===== src/rtl/gl_fb_writer_if.sv =====
// Framebuffer write port: one 32-bit word per request, held stable until acknowledged.
interface gl_fb_writer_if;
  localparam int unsigned ADDR_W = 32;
  localparam int unsigned DATA_W = 32;

  logic              fb_wr_req;
  logic [ADDR_W-1:0] fb_wr_addr;
  logic [DATA_W-1:0] fb_wr_data;
  logic              fb_wr_ack;

  modport master (output fb_wr_req, output fb_wr_addr, output fb_wr_data, input fb_wr_ack);
  modport slave  (input fb_wr_req, input fb_wr_addr, input fb_wr_data, output fb_wr_ack);
endinterface


===== src/rtl/gl_fb_writer.sv =====
// Drains rasterizer pixel words from the pixel FIFO, clips them to the framebuffer,
// writes each surviving pixel over the req/ack port and reports end-of-frame markers.
module gl_fb_writer #(
  parameter logic [31:0] FB_BASE   = 32'h0000_0000,
  parameter int unsigned FB_WIDTH  = 640,
  parameter int unsigned FB_HEIGHT = 480
) (
  input  logic                  clk,
  input  logic                  reset,
  input  logic                  enable,
  input  logic [95:0]           pixel_fifo_dout,
  input  logic                  pixel_fifo_empty,
  output logic                  pixel_fifo_rd_en,
  gl_fb_writer_if.master        fb,
  output logic                  frame_done,
  output logic [31:0]           frame_pixel_count,
  output logic [15:0]           clip_count,
  output logic                  busy
);
  localparam int unsigned WORD_W  = 32;
  localparam int unsigned PIX_W   = 96;
  localparam int unsigned COORD_W = 16;
  localparam int unsigned CLIP_W  = 16;
  localparam logic [WORD_W-1:0] WIDTH_W  = WORD_W'(FB_WIDTH);
  localparam logic [WORD_W-1:0] HEIGHT_W = WORD_W'(FB_HEIGHT);

  typedef enum logic [2:0] {
    S_IDLE, S_READ, S_LATCH, S_CALC, S_WRITE, S_EOF
  } state_e;

  state_e              state_q, state_d;
  logic [COORD_W-1:0]  x_q, x_d, y_q, y_d;
  logic [WORD_W-1:0]   col_q, col_d;
  logic                req_q, req_d;
  logic [WORD_W-1:0]   addr_q, addr_d, data_q, data_d;
  logic                frame_done_q, frame_done_d;
  logic [WORD_W-1:0]   fpc_q, fpc_d, pix_cnt_q, pix_cnt_d;
  logic [CLIP_W-1:0]   clip_q, clip_d;
  logic                busy_q, busy_d;
  logic                rd_en_c;

  logic [WORD_W-1:0]   in_x, in_y, in_col, pix_idx;
  logic                in_clip, is_marker;

  // Unpack the FIFO word and classify it while it is presented in LATCH
  assign {in_x, in_y, in_col} = pixel_fifo_dout;
  assign is_marker = (pixel_fifo_dout == {PIX_W{1'b1}});
  assign in_clip   = (|in_x[WORD_W-1:COORD_W]) || (|in_y[WORD_W-1:COORD_W]) ||
                     (in_x >= WIDTH_W) || (in_y >= HEIGHT_W);
  assign pix_idx   = WORD_W'(y_q) * WIDTH_W + WORD_W'(x_q);

  always_comb begin
    state_d      = state_q;
    x_d          = x_q;
    y_d          = y_q;
    col_d        = col_q;
    req_d        = req_q;
    addr_d       = addr_q;
    data_d       = data_q;
    frame_done_d = 1'b0;
    fpc_d        = fpc_q;
    clip_d       = clip_q;
    pix_cnt_d    = pix_cnt_q;
    rd_en_c      = 1'b0;

    case (state_q)
      S_IDLE: begin
        if (enable && !pixel_fifo_empty) begin
          rd_en_c = 1'b1;
          state_d = S_READ;
        end
      end
      S_READ: state_d = S_LATCH;
      S_LATCH: begin
        x_d   = in_x[COORD_W-1:0];
        y_d   = in_y[COORD_W-1:0];
        col_d = in_col;
        if (is_marker) begin
          state_d = S_EOF;
        end else if (in_clip) begin
          if (clip_q != {CLIP_W{1'b1}}) clip_d = clip_q + CLIP_W'(1);
          state_d = S_IDLE;
        end else begin
          state_d = S_CALC;
        end
      end
      S_CALC: begin
        addr_d  = FB_BASE + (pix_idx << 2);
        data_d  = col_q;
        req_d   = 1'b1;
        state_d = S_WRITE;
      end
      S_WRITE: begin
        // Request, address and data stay frozen until the slave accepts
        if (req_q && fb.fb_wr_ack) begin
          req_d     = 1'b0;
          pix_cnt_d = pix_cnt_q + WORD_W'(1);
          state_d   = S_IDLE;
        end
      end
      S_EOF: begin
        frame_done_d = 1'b1;
        fpc_d        = pix_cnt_q;
        pix_cnt_d    = '0;
        state_d      = S_IDLE;
      end
      default: state_d = S_IDLE;
    endcase

    busy_d = (state_d != S_IDLE);
  end

  always_ff @(posedge clk) begin
    if (!reset) begin
      state_q      <= S_IDLE;
      x_q          <= '0;
      y_q          <= '0;
      col_q        <= '0;
      req_q        <= 1'b0;
      addr_q       <= '0;
      data_q       <= '0;
      frame_done_q <= 1'b0;
      fpc_q        <= '0;
      clip_q       <= '0;
      pix_cnt_q    <= '0;
      busy_q       <= 1'b0;
    end else begin
      state_q      <= state_d;
      x_q          <= x_d;
      y_q          <= y_d;
      col_q        <= col_d;
      req_q        <= req_d;
      addr_q       <= addr_d;
      data_q       <= data_d;
      frame_done_q <= frame_done_d;
      fpc_q        <= fpc_d;
      clip_q       <= clip_d;
      pix_cnt_q    <= pix_cnt_d;
      busy_q       <= busy_d;
    end
  end

  assign pixel_fifo_rd_en  = rd_en_c;
  assign fb.fb_wr_req      = req_q;
  assign fb.fb_wr_addr     = addr_q;
  assign fb.fb_wr_data     = data_q;
  assign frame_done        = frame_done_q;
  assign frame_pixel_count = fpc_q;
  assign clip_count        = clip_q;
  assign busy              = busy_q;
endmodule


===== src/flat_wrapper.sv =====
// flat-port wrapper written by rule: the top's interface ports become plain ports
module gl_fb_writer_flat 
#(
  parameter logic [31:0] FB_BASE   = 32'h0000_0000,
  parameter int unsigned FB_WIDTH  = 640,
  parameter int unsigned FB_HEIGHT = 480
)
  (clk, reset, enable, pixel_fifo_dout, pixel_fifo_empty, pixel_fifo_rd_en, frame_done, frame_pixel_count, clip_count, busy, fb_fb_wr_req, fb_fb_wr_addr, fb_fb_wr_data, fb_fb_wr_ack);
  gl_fb_writer_if fb_i ();
  input  logic clk;
  input  logic reset;
  input  logic enable;
  input  logic [95:0] pixel_fifo_dout;
  input  logic pixel_fifo_empty;
  output logic pixel_fifo_rd_en;
  output logic frame_done;
  output logic [31:0] frame_pixel_count;
  output logic [15:0] clip_count;
  output logic busy;
  output wire logic [$bits(fb_i.fb_wr_req)-1:0] fb_fb_wr_req;
  output wire logic [$bits(fb_i.fb_wr_addr)-1:0] fb_fb_wr_addr;
  output wire logic [$bits(fb_i.fb_wr_data)-1:0] fb_fb_wr_data;
  input wire logic [$bits(fb_i.fb_wr_ack)-1:0] fb_fb_wr_ack;
  assign fb_fb_wr_req = fb_i.fb_wr_req;
  assign fb_fb_wr_addr = fb_i.fb_wr_addr;
  assign fb_fb_wr_data = fb_i.fb_wr_data;
  assign fb_i.fb_wr_ack = fb_fb_wr_ack;
  gl_fb_writer #(.FB_BASE(FB_BASE), .FB_WIDTH(FB_WIDTH), .FB_HEIGHT(FB_HEIGHT)) u_core (.clk(clk), .reset(reset), .enable(enable), .pixel_fifo_dout(pixel_fifo_dout), .pixel_fifo_empty(pixel_fifo_empty), .pixel_fifo_rd_en(pixel_fifo_rd_en), .fb(fb_i), .frame_done(frame_done), .frame_pixel_count(frame_pixel_count), .clip_count(clip_count), .busy(busy));
endmodule

===== config.mk =====
export PLATFORM = sky130hd
export DESIGN_NAME = gl_fb_writer_flat
export DESIGN_NICKNAME = d
export VERILOG_FILES = /design/src/rtl/gl_fb_writer_if.sv /design/src/rtl/gl_fb_writer.sv /design/src/flat_wrapper.sv
export SDC_FILE = /design/constraint.sdc
export NUM_CORES = 1
export LEC_CHECK = 0
export ABC_CLOCK_PERIOD_IN_PS = 3200
export BUFFER_PORTS_ARGS = -buffer_cell sky130_fd_sc_hd__buf_2
export CAP_MARGIN = 20
export CORE_AREA = 5 5 144 146
export CTS_CLUSTER_DIAMETER = 80
export CTS_CLUSTER_SIZE = 10
export DETAILED_ROUTE_END_ITERATION = 10
export DIE_AREA = 0 0 149 151
export HOLD_SLACK_MARGIN = 0.1
export PLACE_DENSITY = 0.76
export SLEW_MARGIN = 20
export SYNTH_ARGS = -nofsm -noshare
export SYNTH_HDL_FRONTEND = slang
export SYNTH_SLANG_ARGS = --single-unit

===== constraint.sdc =====
create_clock -name clk -period 3.2 [get_ports clk]
set_clock_uncertainty 0.1 [all_clocks]
set_input_delay 0 -clock clk [delete_from_list [all_inputs] [get_ports clk]]
set_output_delay 0 -clock clk [all_outputs]
set_load 0.05 [all_outputs]

======== After elaboration in Yosys (flattened, before gate mapping) ========
Index checks and enable logic that the tools add are counted.
storage, ports and cells
  RAM bits ................................ 0
  bits in latches ......................... 0
  logic and storage cells ................. 54
  flip-flop bits (word level) ............. 212
  bits of input ports ..................... 101
  bits in read-only memories .............. 0
  output and inout bits ................... 116
  memories ................................ 0
operators by class
  multiply operators ...................... 1
  equality and inequality tests ........... 8
  add/sub/neg operators ................... 3
  bitwise operators ....................... 1
  mux-type cells .......................... 12
  divide/modulo/power cells ............... 0
  shift-type cells ........................ 0
  reduce and logical (&&, ||, !) cells .... 15
  order comparisons ....................... 2
operators with widths
  kind                     count
  $eq A96 B96 Y1 const B   1
  $pmux W32 S2             1
  $add A32 B1 Y32 const B  1
  $ge A32 B10 Y1 const B   1
  $ge A32 B9 Y1 const B    1
  $mux W32                 1
  $reduce_or A16 Y1        2
  $add A26 B16 Y27         1
  $mul A16 B3 Y19 const B  1
  $add A16 B1 Y16 const B  1
  $ne A16 B16 Y1 const B   1
  $pmux W3 S5              1
  $mux W3                  3
  $eq A3 B2 Y1 const B     2
  $eq A3 B3 Y1 const B     2
  $mux W1                  4
  $reduce_and A2 Y1        2
  $reduce_and A4 Y1        1
  $reduce_bool A2 Y1       2
  $eq A3 B1 Y1 const B     1
  $logic_not A3 Y1         1
  $logic_or A1 B1 Y1       3
  $reduce_bool A3 Y1       1
  $logic_and A1 B1 Y1      2
  5 further kinds          5

======== Longest topological paths before layout ========
Gate-level depths: netlist of run 1.
  depth in word-level cells ............... 8
  mapped depth ............................ 15
  depth with buffers taken out ............ 15

======== Least setup slack after synthesis of run 1 ========
Ideal clock, no wire load.
  path type ............................... register to register
  start ................................... register u_core.y_q[1]
  end ..................................... register u_core.addr_q[23], in the netlist u_core.fb.fb_wr_addr[23]
  buffers on the path ..................... 0
  slack ................................... 28 ps
  required time ........................... 2968 ps
  setup time .............................. 132 ps
  cell stages (with the launch flop) ...... 14
  period minus slack after synthesis ...... 3172 ps
  arrival ................................. 2940 ps
  cells stage by stage .................... dfxtp_1 > ha_1 > ha_1 > inv_1 > fa_1 > inv_1 > ha_1 > o21a_1 > o31a_1 > o311ai_0 > a21oi_1 > a31o_2 > nand3_1 > a21oi_1
on the way
  longest elaborated chain between the ends .. 2
ends and longest elaborated chain
  element                   RTL line             text
  start: declaration        gl_fb_writer.sv:32   logic [COORD_W-1:0] x_q, x_d, y_q, y_d;
  start signal: assignment  gl_fb_writer.sv:130  y_q <= y_d;
  $mul A16 B3 Y19           gl_fb_writer.sv:50   assign pix_idx = WORD_W'(y_q) * WIDTH_W + WORD_W'(x_q);
  $add A26 B16 Y27          gl_fb_writer.sv:50
  end signal: assignment    gl_fb_writer.sv:133  addr_q <= addr_d;
  end: declaration          gl_fb_writer.sv:35   logic [WORD_W-1:0] addr_q, addr_d, data_q, data_d;
No other way between the ends.
A chain may end at the register's enable or synchronous reset.

======== Worst setup path after layout of run 1 ========
  start ................................... register u_core.y_q[3]
  end ..................................... register u_core.addr_q[25], in the netlist u_core.fb.fb_wr_addr[25]
The elaborated chain is that of the path after synthesis.

==> results of run 1 <==
## power groups by stage
stage	clock network (mW)	logic [mW]	registers, mW
final	2.31	0.370	2.64
after global routing	2.45	0.396	2.64
after detailed placement	0	0.285	2.69
after global placement	0	0.283	2.69
after CTS	2.35	0.353	2.64
after floorplan	0	0.143	2.69
## flip-flops by register name, indices dropped and copies added, names as in the netlist
| name | flops |
|---|---|
| u_core.busy | 1 |
| u_core.clip_count | 16 |
| u_core.col_q | 32 |
| u_core.fb.fb_wr_addr | 27 |
| u_core.fb.fb_wr_data | 32 |
| u_core.fb.fb_wr_req | 1 |
| u_core.frame_done | 1 |
| u_core.frame_pixel_count | 32 |
| u_core.pix_cnt_q | 32 |
| u_core.state_q | 3 |
| u_core.x_q | 16 |
| u_core.y_q | 16 |
## cells in the mapped netlist, drive strengths merged (2+ instances only)
cell and instances:
and2 8, a22o 32, nor2 64, nand2b 9
mux2i 4, dfxtp 209, xnor2 23, or4 3
a21oi 146, a21o 4, and3 15, and4 5
nand3 26, nor2b 4, a211oi 6, or3 7
nor4 17, fa 2, nand4 39, ha 39
a31oi 3, inv 14, or2 2, o311ai 2
nand2 265, nor3 11, o21a 3, xor2 35
a31o 2, o31ai 2, nor3b 4, o211ai 7
clkbuf 45, o21ai 23, buf 17
## metrics by stage
stage | worst slack, ps | utilization (%) | setup TNS (ps) | power (mW)
floorplan | 28.0 | - | 0 | 2.84
global placement | -47.7 | 55.3 | -103 | 2.97
detailed placement | -223 | 55.3 | -1360 | 2.98
CTS | 0.105 | 62.3 | 0 | 5.33
global route | -24.8 | 63.1 | -68.7 | 5.48
finish | 117 | 63.1 | 0 | 5.32
## worst min path at each step
stage / depth (start not counted) / start / slack (ps) / endpoint
final: 7 / pixel_fifo_dout[88] / 130 / u_core.state_q[1]$_SDFF_PN0_
after global routing: 7 / pixel_fifo_dout[60] / 180 / u_core.state_q[1]$_SDFF_PN0_
after CTS: 7 / pixel_fifo_dout[62] / 100 / u_core.state_q[1]$_SDFF_PN0_
after detailed placement: 3 / pixel_fifo_dout[15] / 160 / u_core.col_q[15]$_SDFFE_PN0N_
after global placement: 3 / pixel_fifo_dout[3] / 160 / u_core.col_q[3]$_SDFFE_PN0N_
after floorplan: 2 / pixel_fifo_dout[0] / 40 / u_core.col_q[0]$_SDFFE_PN0N_
## worst register-to-register path, delay by kind of cell, from the launching register on
kind                       cells  cell delay (ps)
adders and majority gates      4             1130
and+or+nand+nor                4              770
buffers and inverters          1               60
DFF                            1              340
xor gates and xnor gates       1              130
AOI/OAI and AO/OA              5              460
## metal layers
metal  vias up  wire length [um]  share of wire (%)
li1       4405                 -                  -
met1      4190             11800                 42
met2       392             13000                 46
met3        67              2410                8.6
met4         0               937                3.3
met5         -                 0                  0
## area by class of cell
type / instances / area [sq um] / share of cell area (%)
clock buffer: 25 / 604 / 4.97
timing repair buffer: 313 / 2010 / 16.5
tap: 265 / 332 / 2.73
inverter: 15 / 58.8 / 0.484
clock inverter: 1 / 16.3 / 0.134
multi-input combinational: 829 / 4950 / 40.7
sequential: 209 / 4190 / 34.4
## timing repair
action                                  in CTS  in global routing
pin swaps                                    1                 15
hold buffers                                70                  0
setup buffers                                0                  5
hold endpoints to repair                    79                  0
endpoints found under the setup margin      11                 12
gates resized for setup                      5                 24
## kinds of logic after synthesis
logic type | Yosys count
AOI/OAI and AO/OA | 242
xor gates and xnor gates | 58
adders and majority gates | 41
buffers and inverters | 77
DFF | 209
muxes | 4
other | 1
and+or+nand+nor | 479
==> run_results.csv, run 1 <==
group,metric,value,unit
cts,clock_sinks,209,
worst_setup_path,cp-start-kind,"flip-flop",
routing,first_pass_iters,5,
cells_and_area,design_area,12200,sq um
cells_and_area,final_cell_mix,"nand2_1 (264), buf_2 (211), dfxtp_1 (207)",
power_and_ir_drop,power_switching,1.22,mW
power_and_ir_drop,power_frac_comb,7.0,%
die,rows,51,
global_routing,grt-busiest-layer,"met2",
global_routing,use_met1,30.7,%
worst_setup_path,crit_slowest_cell,"fa_2",
yosys,synth_area_leaders,"dfxtp_1 (45%), nand2_1 (11%), a21oi_1 (7.8%)",
sta,finalCritPeriodShare,96.3,%
flow_run,drv_cap,0,
worst_setup_path,path_cells,"ha_4 > ha_2 > inv_1 > fa_2 > nand2b_4 > nand2b_1 > a21oi_1 > xnor2_1 > ha_1 > or2_4 > a21oi_4 > a21oi_4 > nor3_1 > a31oi_1 > o311ai_1",
power_and_ir_drop,power_density,437,nW/um^2
worst_setup_path,r2r-start,"u_core.y_q[3]$_SDFFE_PN0N_",
global_routing,grt_use_met2,39.9,%
sta,fin_crit,3080,ps
yosys,syn_area,9270,sq um
cells_and_area,fillCellCount,1658,
yosys,synth_fa_ha_area_share,5.70,%
worst_setup_path,path_depth,15,
yosys,yosys.area.top_type,"dfxtp_1",
cts,clkSlewWorstSetupHoldPaths,60,ps
die,initial_utilization,48.1,%
yosys,yosysUniqueCellTypes,62,
global_routing,antenna_found_initial,0,
worst_setup_path,worst_path_most_repeated_cell,"a21oi_4",
sta,rsz0062_at_grt,"true",
place,dp_hpwl,19300,um
yosys,ys_ff_latch,209,
sta,worstMarginPinSlew,762,ps
cells_and_area,antenna_cells,0,
sta,slew-limit-headroom,49.2,%
power_and_ir_drop,p_seq_share,49.6,%
global_routing,grt_pass1_wl,44300,um
die,die_area,22500,sq um
hold_path,hp-class,"input port to flip-flop",
global_routing,grt.met3_usage,5.24,%
worst_setup_path,endpoint,"u_core.fb.fb_wr_addr[25]$_SDFFE_PN0P_",
sta,max_freq,324,MHz
place,dp.cells,1557,
die,core_area,19300,sq um
cells_and_area,syn2layout_area_growth,31.2,%
power_and_ir_drop,sw_frac_of_total,22.9,%
routing,via_per_inst,5.46,
yosys,synthMuxAreaShare,0.432,%
worst_setup_path,crit_fanout,6,
global_routing,track_usage,24.0,%
worst_setup_path,critPathLaunch,"u_core.y_q[3]$_SDFFE_PN0N_",
place,placed_area,10700,sq um
routing,wirelength,28200,um
yosys,ys.warnings.count,0,
global_routing,grt_pass1_vias,8800,
worst_setup_path,reg2reg_depth,15,
yosys,synthXorXnorAreaFrac,5.48,%
power_and_ir_drop,peakVddDrop,0.340,mV
yosys,synth.avg_cell_area,8.35,sq um
power_and_ir_drop,p_leak,5.03,nW
worst_setup_path,critPathMaxStageDelay,370,ps
worst_setup_path,crit_required,3510,ps
yosys,synth-compound-area-share,16.1,%
sta,slew_violations,0,
routing,wl_per_cell,17.0,um
yosys,synthArstFlopShare,0,%
routing,ant_nets,0,
cts,ctsLongestPathBuffers,3,
cts,cts_buffers,24,
die,die_h,151,um
yosys,synth-main-ff-cell,"dfxtp_1",
place,port_buffers,211,
worst_setup_path,arrival,3400,ps
routing,drt_iter0_markers,489,
cts,cts_tree,"yes",
worst_setup_path,crit_family,"adder cells",
cells_and_area,num-nets-final,1534,
yosys,netlist_instances,1111,
yosys,yosysTopAreaCellShare,45.1,%
cells_and_area,final_common_cell,"nand2_1",
die,pin_count,217,
yosys,synth_top_family_by_area,"simple AND/OR/NAND/NOR gates",
worst_setup_path,path_class,"flip-flop to flip-flop",
global_routing,globalRoute.totalOverflow,0,
run_status,outcome,"completed",
die,die_x,149,um
worst_setup_path,endpoint_kind,"flip-flop",
sta,hold_violations,0,
cells_and_area,drive_gt1_share,22.4,%
yosys,ys_seq_area_share,45.1,%
sta,holdWs,130,ps
yosys,synth_edf_count,0,
power_and_ir_drop,p_clk_share,43.5,%
cts,clock-root-buffer,"clkbuf_16",
place,gp_congestion,0.956,
cts,htreeDepth,1,
global_routing,grt_max_degree,69,
sta,setup_viol,0,
worst_setup_path,r2r-end,"u_core.fb.fb_wr_addr[25]$_SDFFE_PN0P_",
cells_and_area,stdcell_count,1657,
worst_setup_path,r2r_slack,120,ps
routing,vias,9054,
worst_setup_path,cp_num_buf_inv,1,
cts,worstSkewPairLatency,510,ps
routing,drcViolationCount,0,
power_and_ir_drop,intPower,4.10,mW
yosys,synth-simple-area-share,23.7,%
No activity file was read; power rests on OpenSTA's default activity.
==> run 2: changes to the inputs <==
- ABC_CLOCK_PERIOD_IN_PS: 3200 -> 3700
- CORE_AREA: 5 5 144 146 -> 5 5 133 135
- DIE_AREA: 0 0 149 151 -> 0 0 138 140
- PLACE_DENSITY: 0.76 -> 0.84
- clock period: 3.2 -> 3.7 ns (I/O delays scaled with it)
==> run_results.csv, run 2 (synthesized netlist as in run 1, its figures left out) <==
group,metric,value,unit
routing,drt_iter0_markers,721,
power_and_ir_drop,power,4.59,mW
routing,wl_per_cell,18.0,um
place,gp_congestion,0.906,
die,pin_count,217,
cells_and_area,multi_input_area,4810,sq um
sta,max_freq,300,MHz
worst_setup_path,crit_fanout,7,
cells_and_area,final_cell_mix,"nand2_1 (264), buf_2 (211), dfxtp_1 (209)",
cells_and_area,syn2layout_area_growth,26.8,%
place,port_buffers,211,
routing,wirelength,28600,um
die,die_h,140,um
global_routing,antenna_found_initial,0,
worst_setup_path,reg2reg_depth,15,
cts,ctsLongestPathBuffers,3,
worst_setup_path,path_cells,"ha_1 > ha_1 > inv_1 > fa_1 > nand2b_1 > nand2b_1 > a21oi_1 > xnor2_1 > ha_1 > or2_2 > a21oi_1 > a21oi_2 > a31o_2 > nand3_1 > a21oi_1",
flow_run,drv_cap,0,
global_routing,grt_pass1_wl,45800,um
sta,worstMarginPinSlew,1060,ps
die,die_area,19300,sq um
sta,finalCritPeriodShare,90.0,%
hold_path,hp-class,"input port to flip-flop",
worst_setup_path,critPathMaxStageDelay,390,ps
global_routing,grt_max_degree,88,
routing,drcViolationCount,0,
routing,first_pass_iters,6,
sta,rsz0062_at_grt,"false",
cells_and_area,fillCellCount,1208,
cts,worstSkewPairLatency,520,ps
power_and_ir_drop,p_leak,4.91,nW
cts,post_cts_buffers,0,
worst_setup_path,path_class,"flip-flop to flip-flop",
sta,hold_violations,0,
sta,setup_viol,0,
cells_and_area,fin_util,71.9,%
hold_path,holdPathStages,7,
hold_path,hold_path_end,"u_core.state_q[1]$_SDFF_PN0_",
worst_setup_path,endpoint_kind,"flip-flop",
sta,slew_violations,0,
cts,cts_tree,"yes",
cts,clock-root-buffer,"clkbuf_16",
cts,clock_sinks,209,
global_routing,globalRoute.totalOverflow,0,
worst_setup_path,cp-start-kind,"flip-flop",
global_routing,grt_pass1_vias,8954,
power_and_ir_drop,peakVddDrop,0.387,mV
place,dp_hpwl,18400,um
cts,htreeDepth,1,
worst_setup_path,crit_slowest_cell,"fa_1",
routing,via_per_inst,5.86,
run_status,outcome,"completed",
global_routing,track_usage,28.2,%
routing,vias,9306,
worst_setup_path,crit_required,3970,ps
sta,fin_crit,3330,ps
die,die_x,138,um
die,rows,47,
power_and_ir_drop,power_density,390,nW/um^2
cells_and_area,drive_gt1_share,19.8,%
worst_setup_path,r2r-start,"u_core.y_q[1]$_SDFFE_PN0N_",
routing,ant_nets,0,
die,initial_utilization,56.7,%
worst_setup_path,r2r-end,"u_core.fb.fb_wr_addr[23]$_SDFFE_PN0P_",
cells_and_area,num-nets-final,1509,
sta,tns,0,ps
cells_and_area,antenna_cells,0,
cts,cts_buffers,24,
sta,slew-limit-headroom,29.4,%
worst_setup_path,r2r_slack,370,ps
die,core_area,16300,sq um
cells_and_area,final_common_cell,"nand2_1",
cts,clkSlewWorstSetupHoldPaths,60,ps
hold_path,hp-start,"pixel_fifo_dout[62]",
worst_setup_path,arrival,3600,ps
cells_and_area,seqCellArea,4180,sq um
## run 2: cell count changes in the layout (fill, tap and decap cells not counted), sizes merged
| cell | previous run | this run |
|---|---|---|
| dlygate4sd3 | 70 | 69 |
| buf | 243 | 219 |
## run 2: cell type report
class	count	share of cell area, %
Timing Repair Buffer	288	15.4
Clock inverter	1	0.138
Clock buffer	25	5.14
Tap cell	220	2.34
Sequential cell	209	35.6
Multi-Input combinational cell	829	40.9
Inverter	15	0.500
## run 2: through the flow
stage               instances  worst slack (ps)  hold WS (ps)  cell area [sq um]
floorplan                1115               528          36.0               9290
global placement         1492               239           154              10400
detailed placement       1492               222           162              10400
CTS                      1587               212           107              11800
global route             1587               116           185              11800
finish                   1587               370           148              11800
## run 2: what timing repair did
action / 4_1_cts / 5_1_grt
setup endpoints to repair: 0 / 4
gates resized for setup: 0 / 3
hold endpoints to repair: 79 / 0
hold buffers: 69 / 0
## run 2: power by group
part	switching [mW]	leakage (nW)	total (mW)	internal, mW
clock network	0.853	0.304	2.00	1.14
logic	0.179	2.92	0.306	0.127
registers	0.0136	1.68	2.28	2.27
## run 2: worst max path at each step
stage | start | endpoint | slack [ps] | cells after the start
6_report | u_core.y_q[1]$_SDFFE_PN0N_ | u_core.fb.fb_wr_addr[23]$_SDFFE_PN0P_ | 370 | 15
5_1_grt | u_core.y_q[1]$_SDFFE_PN0N_ | u_core.fb.fb_wr_addr[24]$_SDFFE_PN0P_ | 120 | 12
4_1_cts | u_core.y_q[1]$_SDFFE_PN0N_ | u_core.fb.fb_wr_addr[23]$_SDFFE_PN0P_ | 210 | 13
3_5_place_dp | u_core.y_q[1]$_SDFFE_PN0N_ | u_core.fb.fb_wr_addr[23]$_SDFFE_PN0P_ | 220 | 13
3_3_place_gp | u_core.y_q[1]$_SDFFE_PN0N_ | u_core.fb.fb_wr_addr[23]$_SDFFE_PN0P_ | 240 | 13
2_1_floorplan | u_core.y_q[1]$_SDFFE_PN0N_ | u_core.fb.fb_wr_addr[23]$_SDFFE_PN0P_ | 530 | 13
## run 2: metal layers
metal	GRT usage (%)	wire, um	vias to the layer above
met5	0	0	-
met4	11.9	1280	0
met3	7.43	2880	110
met2	46.4	12900	581
met1	35.1	11400	4266
li1	-	-	4349
## run 2: critical path: cells and delay by family, from the launching register on
family | cells | cell delay, ps
flops | 1 | 340
buf+inv | 1 | 70
compound gates | 5 | 710
xor+xnor | 1 | 130
fa+ha+maj | 4 | 1210
simple gates | 4 | 620
==> run 3: changes to the inputs <==
- CORE_AREA: 5 5 133 135 -> 5 5 185 98
- CTS_CLUSTER_SIZE: 10 -> 24
- DIE_AREA: 0 0 138 140 -> 0 0 190 103
==> run_results.csv, run 3 (synthesized netlist as in run 1, its figures left out) <==
group,metric,value,unit
run_status,outcome,"completed",
power_and_ir_drop,p_leak,4.79,nW
die,die_x,190,um
place,port_buffers,211,
flow_run,drv_cap,0,
sta,rsz0062_at_grt,"false",
cts,ctsLongestPathBuffers,3,
sta,slew_violations,0,
die,core_area,16600,sq um
hold_path,hp-class,"input port to flip-flop",
sta,worstMarginPinSlew,886,ps
cts,htreeDepth,1,
global_routing,track_usage,29.4,%
sta,finalCritPeriodShare,93.7,%
sta,setup_viol,0,
global_routing,grt_pass1_wl,46000,um
global_routing,antenna_found_initial,2,
worst_setup_path,cp-start-kind,"flip-flop",
sta,hold_violations,0,
die,pin_count,217,
worst_setup_path,endpoint_kind,"flip-flop",
worst_setup_path,path_class,"flip-flop to flip-flop",
cts,cts_tree,"yes",
sta,fin_crit,3470,ps
power_and_ir_drop,power,3.95,mW
place,gp_congestion,0.964,
sta,setup_ws,232,ps
routing,vias,9150,
routing,wirelength,29700,um
worst_setup_path,crit_slowest_cell,"fa_1",
routing,first_pass_iters,7,
cts,clock-root-buffer,"clkbuf_16",
global_routing,grt_pass1_vias,8496,
place,post-place-ws,249,ps
sta,max_freq,288,MHz
power_and_ir_drop,peakVddDrop,0.319,mV
power_and_ir_drop,power_density,343,nW/um^2
global_routing,grt_max_degree,88,
die,die_h,103,um
routing,ant_nets,0,
routing,via_per_inst,5.74,
cells_and_area,final_cell_mix,"nand2_1 (263), buf_2 (211), dfxtp_1 (209)",
global_routing,globalRoute.totalOverflow,0,
die,initial_utilization,55.7,%
cells_and_area,syn2layout_area_growth,24.4,%
routing,drt_iter0_markers,833,
sta,tns,0,ps
die,die_area,19600,sq um
worst_setup_path,critPathMaxStageDelay,420,ps
cells_and_area,stdcell_count,1595,
routing,drcViolationCount,0,
routing,wl_per_cell,18.6,um
cts,clock_sinks,209,
worst_setup_path,path_cells,"ha_1 > ha_1 > inv_1 > fa_1 > nand2b_1 > a21oi_1 > o21ai_0 > nand2_1 > xnor2_1 > and4_4 > nand2_1 > o32ai_2",
worst_setup_path,arrival,3760,ps
cts,worstSkewPairLatency,470,ps
cells_and_area,num-nets-final,1501,
place,dp.cells,1511,
cells_and_area,fin_util,69.3,%
cells_and_area,final_common_cell,"nand2_1",
place,dp_hpwl,21300,um
cells_and_area,drive_gt1_share,19.5,%
sta,slew-limit-headroom,40.9,%
worst_setup_path,crit_required,3990,ps
cts,clkSlewWorstSetupHoldPaths,100,ps
die,rows,34,
worst_setup_path,crit_fanout,5,
cts,cts_buffers,12,
## run 3: cell count changes in the layout (fill, tap and decap cells not counted), sizes merged
cell	previous run	this run
clkbuf	25	13
buf	219	224
diode	0	2
clkinv	1	0
dlygate4sd3	69	68
inv	15	16
## run 3: timing repair
action	4_1_cts	5_1_grt
resized for setup	0	2
buffers inserted	0	0
endpoints found under the hold margin	79	0
hold buffers	68	0
endpoints found under the setup margin	0	2
## run 3: cell type report
| cell class | instances | area [sq um] |
|---|---|---|
| well taps | 234 | 293 |
| multi-input cells | 829 | 4810 |
| repair buffers | 292 | 1850 |
| clock inverters | 1 | 8.76 |
| fillers | 1357 | 5100 |
| inverters | 15 | 58.8 |
| flip-flops and latches | 209 | 4180 |
| diodes | 2 | 5.00 |
| clock buffers | 13 | 325 |
## run 3: worst max-delay path: cells and delay by family (launching register included)
family | cells | cell delay, ps
fa+ha+maj | 3 | 920
flops | 1 | 360
compound gates | 3 | 860
xor+xnor | 1 | 310
simple gates | 4 | 770
buf+inv | 1 | 70
## run 3: final timing paths
kind	start	endpoint	slack, ps	cells after the start
min	pixel_fifo_dout[80]	u_core.state_q[1]$_SDFF_PN0_	130	7
max	u_core.y_q[3]$_SDFFE_PN0N_	u_core.fb.fb_wr_addr[27]$_SDFFE_PN0P_	230	12
max reg2reg	u_core.y_q[3]$_SDFFE_PN0N_	u_core.fb.fb_wr_addr[27]$_SDFFE_PN0P_	230	12
min reg2reg	u_core.fb.fb_wr_data[21]$_SDFFE_PN0P_	u_core.fb.fb_wr_data[21]$_SDFFE_PN0P_	360	2
## run 3: metal layers
layer,track usage [%],wire length [um]
met5,0,0
met3,8.36,3280
met1,43.9,13800
met4,6.61,766
met2,42.1,11900
## run 3: power breakdown
group	internal, mW	leakage (nW)	switching (mW)
logic	0.128	2.95	0.183
registers	2.26	1.68	0.0134
clock network	0.635	0.165	0.730
## run 3: through the flow
step	hold slack [ps]	cell area [sq um]
after floorplan	36.0	9290
after global placement	154	10500
after detailed placement	162	10500
after CTS	111	11500
after global routing	233	11500
final	132	11500
